### src/rtl/conv_pkg.sv
// Shared types and width helpers for the convolution row-adder scheduler.
package conv_pkg;

    localparam int unsigned DEF_KERNEL_SIZE   = 3;
    localparam int unsigned DEF_DATA_WIDTH    = 8;
    localparam int unsigned DEF_WEIGHT_WIDTH  = 8;
    localparam int unsigned DEF_ADDER_LATENCY = 3;
    localparam int unsigned DEF_CNT_WIDTH     = 16;

    // Product width, adder-tree result width, window-sum width
    function automatic int unsigned calc_pw(input int unsigned dw, input int unsigned ww);
        return dw + ww;
    endfunction

    function automatic int unsigned calc_aw(input int unsigned pw, input int unsigned k);
        return pw + k;
    endfunction

    function automatic int unsigned calc_ow(input int unsigned aw, input int unsigned k);
        return aw + $clog2(k);
    endfunction

    localparam int unsigned PW = calc_pw(DEF_DATA_WIDTH, DEF_WEIGHT_WIDTH);
    localparam int unsigned AW = calc_aw(PW, DEF_KERNEL_SIZE);
    localparam int unsigned OW = calc_ow(AW, DEF_KERNEL_SIZE);

    typedef enum logic [1:0] {
        S_IDLE      = 2'd0,
        S_ISSUE     = 2'd1,
        S_HOLD_LAST = 2'd2,
        S_DRAIN     = 2'd3
    } sched_state_t;

    // Travels alongside an issued row through the adder latency
    typedef struct packed {
        logic valid;
        logic first;
        logic last;
    } sched_tag_t;

endpackage

### src/rtl/adder_tree_sched_if.sv
// Row, adder-tree, output and run-control signals of the scheduler.
interface adder_tree_sched_if #(
    parameter int unsigned KERNEL_SIZE  = conv_pkg::DEF_KERNEL_SIZE,
    parameter int unsigned DATA_WIDTH   = conv_pkg::DEF_DATA_WIDTH,
    parameter int unsigned WEIGHT_WIDTH = conv_pkg::DEF_WEIGHT_WIDTH,
    parameter int unsigned CNT_WIDTH    = conv_pkg::DEF_CNT_WIDTH
) ();
    localparam int unsigned PROD_W = conv_pkg::calc_pw(DATA_WIDTH, WEIGHT_WIDTH);
    localparam int unsigned SUM_W  = conv_pkg::calc_aw(PROD_W, KERNEL_SIZE);
    localparam int unsigned OUT_W  = conv_pkg::calc_ow(SUM_W, KERNEL_SIZE);
    localparam int unsigned ROW_W  = KERNEL_SIZE * PROD_W;

    logic                               cfg_start;
    logic [CNT_WIDTH-1:0]               cfg_num_windows;
    logic [KERNEL_SIZE-1:0]             row_valid;
    logic [KERNEL_SIZE*ROW_W-1:0]       row_data;
    logic [KERNEL_SIZE-1:0]             row_ready;
    logic                               adder_en;
    logic [ROW_W-1:0]                   adder_dataIn;
    logic [SUM_W-1:0]                   adder_dataOut;
    logic                               out_valid;
    logic [OUT_W-1:0]                   out_data;
    logic                               out_ready;
    logic                               busy;
    logic                               done;

    // Scheduler side
    modport master (
        input  cfg_start, cfg_num_windows, row_valid, row_data, adder_dataOut, out_ready,
        output row_ready, adder_en, adder_dataIn, out_valid, out_data, busy, done
    );

    // Environment side: PE rows, adder tree, downstream and controller
    modport slave (
        output cfg_start, cfg_num_windows, row_valid, row_data, adder_dataOut, out_ready,
        input  row_ready, adder_en, adder_dataIn, out_valid, out_data, busy, done
    );

endinterface

### src/rtl/sched_tag_pipe.sv
// Tag shift register matching the adder-tree latency, with synchronous clear.
module sched_tag_pipe
    import conv_pkg::*;
#(
    parameter int unsigned DEPTH = DEF_ADDER_LATENCY
) (
    input  logic       clk,
    input  logic       i_clr,
    input  sched_tag_t i_tag,
    output sched_tag_t o_tag,
    output logic       o_last_inflight_c
);

    sched_tag_t r_stage [DEPTH];

    // Shift one stage per cycle; clear drops every in-flight tag
    always_ff @(posedge clk) begin
        if (i_clr) begin
            for (int i = 0; i < int'(DEPTH); i++) r_stage[i] <= '0;
        end else begin
            r_stage[0] <= i_tag;
            for (int i = 1; i < int'(DEPTH); i++) r_stage[i] <= r_stage[i-1];
        end
    end

    assign o_tag = r_stage[DEPTH-1];

    // Any window-closing row still inside the adder
    always_comb begin
        o_last_inflight_c = 1'b0;
        for (int i = 0; i < int'(DEPTH); i++) begin
            if (r_stage[i].valid && r_stage[i].last) o_last_inflight_c = 1'b1;
        end
    end

endmodule

### src/rtl/adder_tree_sched.sv
// Issues K PE rows per window to the shared adder tree, accumulates the row
// sums into a window sum and hands it downstream. Optional macro
// SCHED_SAT_EN clamps the delivered sum to the pixel range.
module adder_tree_sched
    import conv_pkg::*;
#(
    parameter int unsigned KERNEL_SIZE   = DEF_KERNEL_SIZE,
    parameter int unsigned DATA_WIDTH    = DEF_DATA_WIDTH,
    parameter int unsigned WEIGHT_WIDTH  = DEF_WEIGHT_WIDTH,
    parameter int unsigned ADDER_LATENCY = DEF_ADDER_LATENCY,
    parameter int unsigned CNT_WIDTH     = DEF_CNT_WIDTH
) (
    input  logic               clk,
    input  logic               rst,
    adder_tree_sched_if.master bus
);

    localparam int unsigned K         = KERNEL_SIZE;
    localparam int unsigned PROD_W    = calc_pw(DATA_WIDTH, WEIGHT_WIDTH);
    localparam int unsigned SUM_W     = calc_aw(PROD_W, K);
    localparam int unsigned OUT_W     = calc_ow(SUM_W, K);
    localparam int unsigned ROW_W     = K * PROD_W;
    localparam int unsigned ROW_IDX_W = (K > 1) ? $clog2(K) : 1;
    localparam logic [ROW_IDX_W-1:0] LAST_ROW = ROW_IDX_W'(K - 1);

    sched_state_t           r_state;
    logic [ROW_IDX_W-1:0]   r_row;
    logic [CNT_WIDTH-1:0]   r_num_windows;
    logic [CNT_WIDTH-1:0]   r_issued_cnt;
    logic [CNT_WIDTH-1:0]   r_done_cnt;
    logic [OUT_W-1:0]       r_acc;
    logic [OUT_W-1:0]       r_out_data;
    logic                   r_out_valid;
    logic                   r_busy;
    logic                   r_done;

    logic                   w_is_last_row;
    logic                   w_last_inflight;
    logic                   w_path_clear;
    logic                   w_grant;
    logic                   w_last_window;
    logic [ROW_W-1:0]       w_row_slice;
    sched_tag_t             w_tag_in;
    sched_tag_t             w_tag_out;
    logic [OUT_W-1:0]       w_sum_ext;
    logic [OUT_W-1:0]       w_last_sum;
    logic [OUT_W-1:0]       w_out_load;

    // Grant the current row; the closing row waits for a clear output path
    always_comb begin
        w_is_last_row = (r_row == LAST_ROW);
        w_path_clear  = !r_out_valid && !w_last_inflight;
        w_row_slice   = bus.row_data[int'(r_row) * ROW_W +: ROW_W];
        w_grant       = 1'b0;
        if ((r_state == S_ISSUE || r_state == S_HOLD_LAST) && bus.row_valid[r_row]) begin
            w_grant = !w_is_last_row || w_path_clear;
        end
        w_last_window  = (r_issued_cnt + CNT_WIDTH'(1)) == r_num_windows;
        w_tag_in.valid = w_grant;
        w_tag_in.first = w_grant && (r_row == '0);
        w_tag_in.last  = w_grant && w_is_last_row;
    end

    assign bus.row_ready    = w_grant ? (K'(1) << r_row) : '0;
    assign bus.adder_en     = w_grant;
    assign bus.adder_dataIn = w_grant ? w_row_slice : '0;

    sched_tag_pipe #(
        .DEPTH (ADDER_LATENCY)
    ) u_tag_pipe (
        .clk               (clk),
        .i_clr             (rst),
        .i_tag             (w_tag_in),
        .o_tag             (w_tag_out),
        .o_last_inflight_c (w_last_inflight)
    );

    // Window sum as it leaves the accumulator; a single-row window skips acc
    assign w_sum_ext  = OUT_W'(bus.adder_dataOut);
    assign w_last_sum = w_tag_out.first ? w_sum_ext : (r_acc + w_sum_ext);

`ifdef SCHED_SAT_EN
    localparam logic [OUT_W-1:0] SAT_MAX = OUT_W'((64'd1 << DATA_WIDTH) - 64'd1);
    assign w_out_load = (w_last_sum > SAT_MAX) ? SAT_MAX : w_last_sum;
`else
    assign w_out_load = w_last_sum;
`endif

    // Run-control FSM with row issue, result capture and output handshake
    always_ff @(posedge clk) begin
        if (rst) begin
            r_state       <= S_IDLE;
            r_row         <= '0;
            r_num_windows <= '0;
            r_issued_cnt  <= '0;
            r_done_cnt    <= '0;
            r_acc         <= '0;
            r_out_data    <= '0;
            r_out_valid   <= 1'b0;
            r_busy        <= 1'b0;
            r_done        <= 1'b0;
        end else begin
            r_done <= 1'b0;

            if (r_out_valid && bus.out_ready) begin
                r_out_valid <= 1'b0;
                r_done_cnt  <= r_done_cnt + CNT_WIDTH'(1);
            end

            if (w_tag_out.valid) begin
                if (w_tag_out.last) begin
                    r_out_data  <= w_out_load;
                    r_out_valid <= 1'b1;
                end else if (w_tag_out.first) begin
                    r_acc <= w_sum_ext;
                end else begin
                    r_acc <= r_acc + w_sum_ext;
                end
            end

            if (w_grant) begin
                if (w_is_last_row) begin
                    r_row        <= '0;
                    r_issued_cnt <= r_issued_cnt + CNT_WIDTH'(1);
                end else begin
                    r_row <= r_row + ROW_IDX_W'(1);
                end
            end

            case (r_state)
                S_IDLE: begin
                    if (bus.cfg_start) begin
                        r_num_windows <= bus.cfg_num_windows;
                        r_row         <= '0;
                        r_issued_cnt  <= '0;
                        r_done_cnt    <= '0;
                        if (bus.cfg_num_windows == '0) begin
                            r_done <= 1'b1;
                        end else begin
                            r_state <= S_ISSUE;
                            r_busy  <= 1'b1;
                        end
                    end
                end
                // HOLD_LAST behaves like ISSUE parked on the closing row
                S_ISSUE, S_HOLD_LAST: begin
                    if (w_grant && w_is_last_row && w_last_window) begin
                        r_state <= S_DRAIN;
                    end else if (w_is_last_row && !w_path_clear) begin
                        r_state <= S_HOLD_LAST;
                    end else begin
                        r_state <= S_ISSUE;
                    end
                end
                S_DRAIN: begin
                    if (r_done_cnt == r_num_windows) begin
                        r_state <= S_IDLE;
                        r_busy  <= 1'b0;
                        r_done  <= 1'b1;
                    end
                end
                default: r_state <= S_IDLE;
            endcase
        end
    end

    assign bus.out_valid = r_out_valid;
    assign bus.out_data  = r_out_data;
    assign bus.busy      = r_busy;
    assign bus.done      = r_done;

endmodule

### src/flat_wrapper.sv
// flat-port wrapper written by rule: the top's interface ports become plain ports
module adder_tree_sched_flat import conv_pkg::*;
#(
    parameter int unsigned KERNEL_SIZE   = DEF_KERNEL_SIZE,
    parameter int unsigned DATA_WIDTH    = DEF_DATA_WIDTH,
    parameter int unsigned WEIGHT_WIDTH  = DEF_WEIGHT_WIDTH,
    parameter int unsigned ADDER_LATENCY = DEF_ADDER_LATENCY,
    parameter int unsigned CNT_WIDTH     = DEF_CNT_WIDTH
)
  (clk, rst, bus_cfg_start, bus_cfg_num_windows, bus_row_valid, bus_row_data, bus_adder_dataOut, bus_out_ready, bus_row_ready, bus_adder_en, bus_adder_dataIn, bus_out_valid, bus_out_data, bus_busy, bus_done);
  adder_tree_sched_if #(.KERNEL_SIZE(KERNEL_SIZE), .DATA_WIDTH(DATA_WIDTH), .WEIGHT_WIDTH(WEIGHT_WIDTH), .CNT_WIDTH(CNT_WIDTH)) bus_i ();
  input  logic clk;
  input  logic rst;
  input wire logic [$bits(bus_i.cfg_start)-1:0] bus_cfg_start;
  input wire logic [$bits(bus_i.cfg_num_windows)-1:0] bus_cfg_num_windows;
  input wire logic [$bits(bus_i.row_valid)-1:0] bus_row_valid;
  input wire logic [$bits(bus_i.row_data)-1:0] bus_row_data;
  input wire logic [$bits(bus_i.adder_dataOut)-1:0] bus_adder_dataOut;
  input wire logic [$bits(bus_i.out_ready)-1:0] bus_out_ready;
  output wire logic [$bits(bus_i.row_ready)-1:0] bus_row_ready;
  output wire logic [$bits(bus_i.adder_en)-1:0] bus_adder_en;
  output wire logic [$bits(bus_i.adder_dataIn)-1:0] bus_adder_dataIn;
  output wire logic [$bits(bus_i.out_valid)-1:0] bus_out_valid;
  output wire logic [$bits(bus_i.out_data)-1:0] bus_out_data;
  output wire logic [$bits(bus_i.busy)-1:0] bus_busy;
  output wire logic [$bits(bus_i.done)-1:0] bus_done;
  assign bus_i.cfg_start = bus_cfg_start;
  assign bus_i.cfg_num_windows = bus_cfg_num_windows;
  assign bus_i.row_valid = bus_row_valid;
  assign bus_i.row_data = bus_row_data;
  assign bus_i.adder_dataOut = bus_adder_dataOut;
  assign bus_i.out_ready = bus_out_ready;
  assign bus_row_ready = bus_i.row_ready;
  assign bus_adder_en = bus_i.adder_en;
  assign bus_adder_dataIn = bus_i.adder_dataIn;
  assign bus_out_valid = bus_i.out_valid;
  assign bus_out_data = bus_i.out_data;
  assign bus_busy = bus_i.busy;
  assign bus_done = bus_i.done;
  adder_tree_sched #(.KERNEL_SIZE(KERNEL_SIZE), .DATA_WIDTH(DATA_WIDTH), .WEIGHT_WIDTH(WEIGHT_WIDTH), .ADDER_LATENCY(ADDER_LATENCY), .CNT_WIDTH(CNT_WIDTH)) u_core (.clk(clk), .rst(rst), .bus(bus_i));
endmodule
### config.mk
export PLATFORM = sky130hd
export DESIGN_NAME = adder_tree_sched_flat
export DESIGN_NICKNAME = d
export VERILOG_FILES = /design/src/rtl/conv_pkg.sv /design/src/rtl/adder_tree_sched_if.sv /design/src/rtl/sched_tag_pipe.sv /design/src/rtl/adder_tree_sched.sv /design/src/flat_wrapper.sv
export SDC_FILE = /design/constraint.sdc
export NUM_CORES = 1
export LEC_CHECK = 0
export BUFFER_PORTS_ARGS = -buffer_cell sky130_fd_sc_hd__buf_4
export CORE_AREA = 2 2 127 129
export CTS_CLUSTER_DIAMETER = 120
export DETAILED_ROUTE_END_ITERATION = 12
export DIE_AREA = 0 0 129 131
export GPL_TIMING_DRIVEN = 1
export PLACE_DENSITY = 0.77
export SYNTH_ARGS = -nofsm -noshare
export SYNTH_HDL_FRONTEND = slang
export SYNTH_SLANG_ARGS = --single-unit
export TNS_END_PERCENT = 10
### constraint.sdc
create_clock -name clk -period 2.6 [get_ports clk]
set_input_delay 0.52 -clock clk [delete_from_list [all_inputs] [get_ports clk]]
set_output_delay 0.52 -clock clk [all_outputs]
set_load 0.05 [all_outputs]
==> results of run 1 <==
-- flip-flops by register name, indices dropped and copies added, names as in the netlist --
| register | flops |
|---|---|
| u_core.r_done_cnt | 16 |
| u_core.bus.out_valid | 1 |
| u_core.r_row | 2 |
| u_core.bus.out_data | 21 |
| u_core.r_issued_cnt | 16 |
| u_core.r_state | 2 |
| u_core.u_tag_pipe.r_stage | 9 |
| u_core.bus.done | 1 |
| u_core.bus.busy | 1 |
| u_core.r_acc | 21 |
| u_core.r_num_windows | 16 |
-- how the worst max path moves through the flow --
stage	to	depth (start not counted)	startpoint
floorplan	u_core.bus.out_data[16]	9	bus_adder_dataOut[0]
global route	bus_row_ready[0]	5	u_core.r_state[1]
detailed placement	u_core.bus.out_data[16]	10	bus_adder_dataOut[0]
CTS	bus_adder_dataIn[45]	6	u_core.r_row[1]
global placement	u_core.bus.out_data[16]	10	bus_adder_dataOut[0]
finish	bus_row_ready[0]	5	u_core.r_state[1]
-- per-layer routing --
metal,track usage [%],part of all wire [%]
met5,0,0
met4,8.95,2.1
met3,7.13,7.2
met2,48.3,50
met1,33.2,40
-- power groups by stage --
stage                     registers (mW)  logic [mW]  clock network [mW]
final                               1.70       0.978                1.32
after global routing                1.70        1.06                1.41
after CTS                           1.70       0.967                1.34
after detailed placement            1.73       0.958                   0
after global placement              1.73       0.947                   0
after floorplan                     1.72       0.531                   0
-- layout by cell type (no fill, tap or decap), types with 3 or more instances in the layout --
master	instances
o21ai_1	8
ha_1	24
nor2b_1	10
xnor2_1	29
nand2_1	86
or3_1	7
clkbuf_16	9
dfxtp_1	104
diode_2	3
a31oi_1	11
buf_4	304
o211ai_1	4
a21oi_1	107
a21o_1	6
or4_1	6
or2_2	3
mux2i_1	58
o21ai_0	23
nand4_1	13
and2_1	10
xor2_1	39
clkinv_4	3
o22ai_1	3
nand2b_1	6
o31a_1	3
o31ai_1	3
buf_6	3
o21a_1	4
a211oi_1	21
nor2_1	170
nor3_1	15
inv_1	19
nand3_1	18
nor4_1	10
and3_1	8
-- kinds of logic (layout without fill, tap and decap cells) --
kind of cell | Yosys count | in the layout
other cells | 0 | 3
flops | 106 | 106
simple gates | 380 | 380
xor+xnor | 68 | 68
buf+inv | 78 | 347
fa+ha+maj | 25 | 25
mux | 60 | 60
compound gates | 217 | 217
-- cell type report --
class,instances,area (um2)
Inverter,21,78.8
Clock inverter,5,38.8
Antenna cell,3,7.51
Multi-Input combinational cell,750,4680
Clock buffer,11,253
Tap cell,216,270
Timing Repair Buffer,310,2380
Fill cell,1390,5760
Sequential cell,106,2130
-- repair_timing --
item | CTS | global route
resized for setup | 7 | 9
setup buffers | 1 | 4
endpoints found under the setup margin | 49 | 28
pin swaps | 1 | 5
-- worst max-delay path, cell delays in order (launching register included) --
cell	delay, ns
dfxtp_1	0.36
inv_1	0.08
ha_1	0.37
buf_4	0.20
nor4bb_2	0.39
buf_4	0.28
-- stage by stage --
step	TNS [ns]	worst slack [ns]	util (%)	instance area, um2
after detailed placement	-3.94	-0.433	60.4	9420
after global placement	-2.83	-0.371	60.4	9420
final	0	0.0461	63.1	9840
after floorplan	-0.517	-0.125	-	7030
after global routing	-0.0638	-0.0183	63.1	9830
after CTS	0	0.00741	62.4	9740
-- cells in the mapped netlist (2+ instances only) --
master / count
buf_2: 5
inv_1: 19
or2_2: 3
clkbuf_1: 34
mux2_1: 2
xor2_1: 39
o311ai_1: 2
nor3_1: 15
o22ai_1: 3
nand4_1: 13
o211ai_1: 4
a21oi_1: 108
a21boi_1: 2
dfxtp_1: 106
nand2_1: 86
o21a_1: 4
mux2i_1: 58
nand2b_1: 6
xnor2_1: 29
or4_1: 6
a31oi_1: 11
o21ai_1: 8
and2_1: 10
a311oi_1: 2
buf_1: 17
or3_1: 7
o221ai_1: 3
nor2_1: 171
a211oi_1: 21
nor4_2: 2
o21bai_1: 2
o31ai_1: 3
nand3_1: 19
nor4_1: 10
o21ai_0: 23
nor2b_1: 12
and3_1: 8
a21o_1: 6
o31a_1: 3
and4_1: 2
ha_1: 24
==> reports/metrics.yaml, run 1 <==
outcome:
  run_status: "completed"
critical_path:
  required_ns: 2.08
  rr_endpoint: "u_core.r_acc[13]"
  rrSetupSlack_ns: 0.11
  cp_max_fo: 8
  crit_path_end_kind: "output pin"
  r2r_start: "u_core.r_acc[4]"
  cp_data_arrival_time_ns: 2.03
  cp-start-kind: "flip-flop"
  worstSetupPathType: "flip-flop to output pin"
  r2r_cells: 8
clock_network:
  cts_hold_buf: 0
  root_buffer: "clkbuf_16"
  path_clk_slew_ns: 0.07
  cts_tree: "done"
  cts_buffers: 9
  cts_buffer_depth: 2
  cts_sinks: 106
  htreeDepth: 3
  clk_latency_ns: 0.35
synth:
  synth_area_per_cell_um2: 7.52
  yosys.area.top_type: "dfxtp_1"
  synth_ff_type: "dfxtp_1"
  yosys.area_share.adder_pct: 4.56
  synthMuxAreaShare_pct: 8.59
  synth_top_family_by_area: "simple AND/OR/NAND/NOR gates"
  synth-edff-count: 0
  ys_seq_area_share_pct: 30.2
  synth_top_area_share_pct: 30.2
  synth_cell_types: 67
  syn-cell-area_mm2: 0.00702
  syn_inst: 934
  ys_warn_count: 0
  synth-simple-area-share_pct: 25.0
  ys_async_sr_fraction_pct: 0
  ys_seq_elements: 106
  synth_compound_area_share_pct: 18.7
  synthXorXnorAreaFrac_pct: 8.48
  synth_area_leaders: "dfxtp_1 30%, nor2_1 9.1%, mux2i_1 8.3%"
  synth_nets: 1145
placement:
  routabilityCongestion: 0.904
  hpwl_um: 18900
  numPlacedInstances: 1398
  io_buffers: 261
route:
  dr.pass1.iters: 5
  antenna_left: 0
  num_vias: 7647
  drtIter0Drc: 480
  wl_per_cell_um: 17.2
  drc: 0
  viasPerCell: 5.38
  routed_wl_um: 24500
sta:
  maxSlewViolCount: 0
  timing.fmax_ghz: 0.392
  max_slew_margin_pct: 60.6
  timing.final.crit_share_pct: 98.2
  fin_crit_ns: 2.55
  setup_viol: 0
  hold_violations: 0
  worst_pin_slew_ns: 0.591
  fin_worst_skew_ns: 0.00997
  timing.hold.ws_ns: 0.424
  rsz0062_at_grt: "true"
finish:
  nets: 1409
  final_layout_size_suffix_gt1_share_pct: 29.2
  fin_cells: 1422
  area_growth_pct: 40.1
power:
  total_power_mw: 4.00
  power.share.sequential_pct: 42.5
  p_sw_share_pct: 29.8
  leakagePower_nw: 4.23
  power.share.clock_pct: 33.1
  peakVddDrop_v: 0.000273
  power_frac_comb_pct: 24.5
  cellPowerDensity_mw_per_mm2: 406
  intPower_mw: 2.80
  switchingPower_mw: 1.19
global_route:
  overflow: 0
  antenna_found_initial: 2
  grt_pass1_vias: 7138
  grt_usage_pct: 27.6
  grt_max_degree: 43
  grt_pass1_wl_um: 36800
hold_path:
  min_path_type: "input port to flip-flop"
  hold_path_depth: 3
  whs_endpoint: "u_core.r_num_windows[10]"
  hold_path_startpoint: "bus_cfg_num_windows[10]"
floorplanning:
  boundaryPins: 262
  rows: 46
  die_h_um: 131
  core_mm2: 0.0156
  dieWidth_um: 129
  start_util_pct: 45.0
  dieArea_mm2: 0.0169
job:
  cap_violations: 0
Note: power is estimated with default switching activity, not from simulation.
==> run 2: changes to the inputs <==
--- a/config.mk
+++ b/config.mk
@@ -6,12 +6,14 @@
 export NUM_CORES = 1
 export LEC_CHECK = 0
 export BUFFER_PORTS_ARGS = -buffer_cell sky130_fd_sc_hd__buf_4
-export CORE_AREA = 2 2 127 129
+export CELL_PAD_IN_SITES_DETAIL_PLACEMENT = 1
+export CELL_PAD_IN_SITES_GLOBAL_PLACEMENT = 2
+export CORE_AREA = 2 2 175 177
 export CTS_CLUSTER_DIAMETER = 120
 export DETAILED_ROUTE_END_ITERATION = 12
-export DIE_AREA = 0 0 129 131
+export DIE_AREA = 0 0 177 179
 export GPL_TIMING_DRIVEN = 1
-export PLACE_DENSITY = 0.77
+export PLACE_DENSITY_LB_ADDON = 0.1
 export SYNTH_ARGS = -nofsm -noshare
 export SYNTH_HDL_FRONTEND = slang
 export SYNTH_SLANG_ARGS = --single-unit
==> reports/metrics.yaml, run 2 (same netlist as run 1, synthesis figures left out) <==
sta:
  setup_viol: 0  # unchanged
  max_slew_margin_pct: 62.5  # +1.9 points
  hold_violations: 0  # unchanged
  worst_pin_slew_ns: 0.562  # -0.0288 ns
  fin_worst_skew_ns: 0.00856  # -0.00141 ns
  timing.hold.ws_ns: 0.418  # -0.00638 ns
  fin_crit_ns: 2.53  # -0.0245 ns
  timing.fmax_ghz: 0.395  # +0.97%
  maxSlewViolCount: 0  # unchanged
  timing.final.crit_share_pct: 97.3  # -0.94 points
finish:
  multiInputGateArea_mm2: 0.00474  # +1.3%
  nets: 1420  # +0.78%
  fin_cells: 1610  # +13%
  seq_area_mm2: 0.00213  # unchanged
  final_cell_mix: "317 x buf_4, 171 x nor2_1, 106 x a21oi_1"
  area_growth_pct: 45.3
  layout_commonest_cell: "buf_4"
  n_antenna_cell: 0  # -3
  final_layout_size_suffix_gt1_share_pct: 30.4  # +1.2 points
  num-fill-cells: 3677  # +160%
  final_util_pct: 34.0  # -29 points
route:
  antenna_left: 0  # unchanged
  viasPerCell: 4.70  # -13%
  drc: 0  # unchanged
  wl_per_cell_um: 17.3  # +0.16%
  dr.pass1.iters: 4  # -1
  drtIter0Drc: 213  # -56%
  num_vias: 7571  # -0.99%
  routed_wl_um: 27800  # +13%
clock_network:
  cts_tree: "done"
  clk_latency_ns: 0.36  # about the same
  root_buffer: "clkbuf_16"
  cts_buffers: 9  # unchanged
  cts_sinks: 106  # unchanged
  htreeDepth: 3  # unchanged
  cts_buffer_depth: 2  # unchanged
  path_clk_slew_ns: 0.08  # about the same
power:
  cellPowerDensity_mw_per_mm2: 404  # -0.52%
  leakagePower_nw: 4.29  # +1.6%
  total_power_mw: 4.12  # +3.2%
  peakVddDrop_v: 0.000271  # -0.58%
critical_path:
  r2r_start: "u_core.r_acc[0]"
  crit_path_end_kind: "flip-flop"
  cp-start-kind: "flip-flop"
  cp_max_fo: 5  # -3
  worstSetupPathType: "flip-flop to flip-flop"
  rrSetupSlack_ns: 0.07  # -0.04 ns
  required_ns: 2.91  # +0.83 ns
  rr_endpoint: "u_core.bus.out_data[20]"
  cp_data_arrival_time_ns: 2.83  # +0.80 ns
  r2r_cells: 9  # +1
placement:
  io_buffers: 261  # unchanged
  numPlacedInstances: 1589  # +14%
  routabilityCongestion: 0.753  # -17%
  hpwl_um: 21700  # +15%
floorplanning:
  core_mm2: 0.0300  # +93%
  dieWidth_um: 177  # +37%
  die_h_um: 179  # +37%
  boundaryPins: 262  # unchanged
  start_util_pct: 23.4  # -22 points
  dieArea_mm2: 0.0317  # +87%
  rows: 64  # +39%
hold_path:
  hold_path_startpoint: "bus_cfg_num_windows[13]"
  whs_endpoint: "u_core.r_num_windows[13]"
  hold_path_depth: 3  # unchanged
  min_path_type: "input port to flip-flop"
job:
  cap_violations: 0  # unchanged
global_route:
  antenna_found_initial: 1  # -1
  grt_max_degree: 51  # +19%
  grt_usage_pct: 17.4  # -10 points
  grt_pass1_wl_um: 43100  # +17%
  grt_pass1_vias: 7692  # +7.8%
  overflow: 0  # unchanged
outcome:
  run_status: "completed"
-- run 2: per-stage QoR --
step                      worst slack, ns   TNS, ns  instance area, um2
after CTS                        -0.00756  -0.00756               10100
after global routing             -0.00336  -0.00336               10200
after detailed placement           -0.574     -5.65                9730
after global placement             -0.578     -5.17                9730
after floorplan                    -0.125    -0.517                7030
final                              0.0706         0               10200
-- run 2: power by group --
group          switching [mW]  internal, mW
Clock                   0.674         0.758
Sequential             0.0404          1.65
Combinational           0.542         0.454
Total                    1.26          2.87
-- run 2: worst max-delay path by stage --
stage | from | end | slack, ns | cells after the start
2_1_floorplan | bus_adder_dataOut[0] | u_core.bus.out_data[16] | -0.12 | 9
6_report | u_core.r_acc[0] | u_core.bus.out_data[20] | 0.07 | 9
3_5_place_dp | bus_adder_dataOut[0] | u_core.bus.out_data[16] | -0.57 | 10
4_1_cts | u_core.r_acc[1] | u_core.bus.out_data[17] | -0.008 | 9
3_3_place_gp | bus_adder_dataOut[0] | u_core.bus.out_data[16] | -0.58 | 10
5_1_grt | u_core.r_acc[0] | u_core.bus.out_data[16] | -0.003 | 9
-- run 2: layout make-up --
type,count,share of cell area (%)
sequential,106,20.9
multi-input combinational,750,46.4
tap,396,4.86
clock inverter,7,0.760
inverter,21,0.773
timing repair buffer,321,24.1
clock buffer,9,2.21
-- run 2: critical path: stages, from the launching register on --
cell	delay [ns]
dfxtp_2	0.34
ha_4	0.17
fa_2	0.41
a21oi_4	0.17
o221ai_2	0.13
a41oi_2	0.31
o21bai_4	0.14
a41oi_1	0.37
mux2_1	0.37
nand2_1	0.06
-- run 2: layer usage --
| metal | track usage, % | routed length [um] | vias up |
|---|---|---|---|
| li1 | - | - | 3821 |
| met1 | 21.8 | 12400 | 3556 |
| met2 | 29.3 | 13100 | 179 |
| met3 | 5.36 | 2010 | 13 |
| met4 | 3.51 | 197 | 2 |
| met5 | 0 | 13 | - |
-- run 2: what timing repair did --
| item | in CTS | in global routing |
|---|---|---|
| hold buffers | 0 | 0 |
| gates resized for setup | 8 | 17 |
| pin swaps | 2 | 13 |
| endpoints found under the hold margin | 0 | 0 |
| setup buffers | 4 | 2 |
| endpoints found under the setup margin | 59 | 53 |
==> run 3: changes to the inputs <==
--- a/config.mk
+++ b/config.mk
@@ -12,7 +12,7 @@
 export CTS_CLUSTER_DIAMETER = 120
 export DETAILED_ROUTE_END_ITERATION = 12
 export DIE_AREA = 0 0 177 179
-export GPL_TIMING_DRIVEN = 1
+export GPL_TIMING_DRIVEN = 0
 export PLACE_DENSITY_LB_ADDON = 0.1
 export SYNTH_ARGS = -nofsm -noshare
 export SYNTH_HDL_FRONTEND = slang
==> reports/metrics.yaml, run 3 (same netlist as run 1, synthesis figures left out) <==
outcome:
  run_status: "completed"
finish:
  final_cell_mix: "264 x buf_4, 171 x nor2_1, 106 x dfxtp_1"
  stdcell_area_mm2: 0.0101  # -0.82%
  nets: 1421  # +0.070%
  final_util_pct: 33.7  # -0.28 points
  layout_commonest_cell: "buf_4"
  final_layout_size_suffix_gt1_share_pct: 28.1  # -2.2 points
  area_growth_pct: 44.1
route:
  dr.pass1.iters: 5  # +1
  viasPerCell: 4.70  # about the same
  wl_per_cell_um: 18.3  # +6.0%
  drtIter0Drc: 235  # +10%
  drc: 0  # unchanged
  antenna_left: 0  # unchanged
  routed_wl_um: 29500  # +6.1%
  num_vias: 7577  # +0.079%
global_route:
  antenna_found_initial: 1  # unchanged
  grt_max_degree: 18  # -65%
  grt_pass1_vias: 7756  # +0.83%
  grt_usage_pct: 18.3  # +0.90 points
  grt_pass1_wl_um: 44400  # +3.2%
  overflow: 0  # unchanged
power:
  peakVddDrop_v: 0.000267  # -1.7%
  power.share.clock_pct: 37.5  # +2.7 points
  power.share.sequential_pct: 39.4  # -1.7 points
  cellPowerDensity_mw_per_mm2: 425  # +5.1%
  p_sw_share_pct: 29.6  # -0.88 points
  intPower_mw: 3.03  # +5.6%
  leakagePower_nw: 4.18  # -2.6%
  power_frac_comb_pct: 23.1  # -1.1 points
  switchingPower_mw: 1.27  # +1.3%
clock_network:
  path_clk_slew_ns: 0.08  # about the same
  clk_latency_ns: 0.36  # about the same
  cts_buffer_depth: 2  # unchanged
  htreeDepth: 3  # unchanged
  cts_buffers: 9  # unchanged
  cts_sinks: 106  # unchanged
  cts_tree: "done"
  root_buffer: "clkbuf_16"
  cts_hold_buf: 0  # unchanged
placement:
  hpwl_um: 23900  # +10%
  routabilityCongestion: 0.789  # +4.8%
  place_area_mm2: 0.00948  # -2.6%
  io_buffers: 260  # -0.38%
sta:
  max_slew_margin_pct: 51.7  # -11 points
  timing.hold.ws_ns: 0.418  # +0.000249 ns
  worst_pin_slew_ns: 0.724  # +0.162 ns
  hold_violations: 0  # unchanged
  fin_crit_ns: 2.53  # -0.00341 ns
  fin_worst_skew_ns: 0.0151  # +0.00655 ns
  timing.fmax_ghz: 0.396  # +0.14%
  maxSlewViolCount: 0  # unchanged
  timing.final.crit_share_pct: 97.2  # -0.13 points
  setup_viol: 0  # unchanged
  fin_setup_tns_ns: 0  # unchanged
critical_path:
  cp_max_fo: 5  # unchanged
  path_buf_inv: 1  # +1
  worstSetupPathType: "flip-flop to flip-flop"
  crit_path_end_kind: "flip-flop"
  max_stage_delay_ns: 0.42  # about the same
  required_ns: 2.90  # about the same
  crit_chain: "ha_2 > fa_2 > a21oi_4 > o221ai_2 > a41oi_2 > buf_4 > o21bai_4 > a41oi_2 > mux2_2 > nand2_1"
  cp-start-kind: "flip-flop"
  cp_data_arrival_time_ns: 2.83  # about the same
  crit_slowest_cell: "fa_2"
  critPathTopFamily: "compound AO/OA/AOI/OAI gates"
  cp_common_cell: "a41oi_2"
floorplanning:
  core_mm2: 0.0300  # unchanged
  dieWidth_um: 177  # unchanged
  boundaryPins: 262  # unchanged
  die_h_um: 179  # unchanged
  start_util_pct: 23.4  # unchanged
  dieArea_mm2: 0.0317  # unchanged
  rows: 64  # unchanged
job:
  cap_violations: 0  # unchanged
hold_path:
  min_path_type: "input port to flip-flop"
run 3: what timing repair did:
action,4_1_cts,5_1_grt
buffers inserted,3,3
pin swaps,3,9
resized for setup,34,36
endpoints found under the setup margin,60,64
run 3: stage by stage:
| step | cells | total power [mW] | worst slack [ns] |
|---|---|---|---|
| finish | 1612 | 4.30 | 0.0740 |
| global route | 1611 | 4.51 | -0.00818 |
| CTS | 1608 | 4.35 | -0.00345 |
| detailed placement | 1590 | 2.70 | -0.758 |
| global placement | 1590 | 2.69 | -0.746 |
| floorplan | 934 | 2.25 | -0.125 |
run 3: worst min-delay path: stages:
cell	delay, ns
buf_4	0.11
nand2_1	0.05
a21oi_1	0.05
run 3: final timing paths:
path / startpoint / endpoint / slack (ns) / depth (start not counted)
min reg2reg: u_core.u_tag_pipe.r_stage[0][1] / u_core.u_tag_pipe.r_stage[0][4] / 0.45 / 1
max: u_core.r_acc[0] / u_core.bus.out_data[20] / 0.07 / 10
min: bus_cfg_num_windows[13] / u_core.r_num_windows[13] / 0.42 / 3
max reg2reg: u_core.r_acc[0] / u_core.bus.out_data[20] / 0.07 / 10
run 3: layout make-up:
type                            instances  area, um2
Antenna cell                            1       2.50
Buffer                                 56        274
Clock buffer                           12        267
Clock inverter                          4       77.6
Fill cell                            3728      19900
Inverter                               21       78.8
Multi-Input combinational cell        750       4790
Sequential cell                       106       2120
Tap cell                              396        495
Timing Repair Buffer                  266       2010
run 3: power by group through the flow:
stage	logic [mW]	clock network, mW	registers (mW)
after floorplan	0.531	0	1.72
after global placement	0.964	0	1.73
after detailed placement	0.967	0	1.73
after CTS	0.990	1.67	1.69
after global routing	1.09	1.72	1.70
final	0.992	1.61	1.69
run 3: per-layer routing:
metal	wire (um)	global-route usage, %
met5	0	0
met4	151	3.20
met1	12900	22.6
met2	14300	31.6
met3	2160	5.60
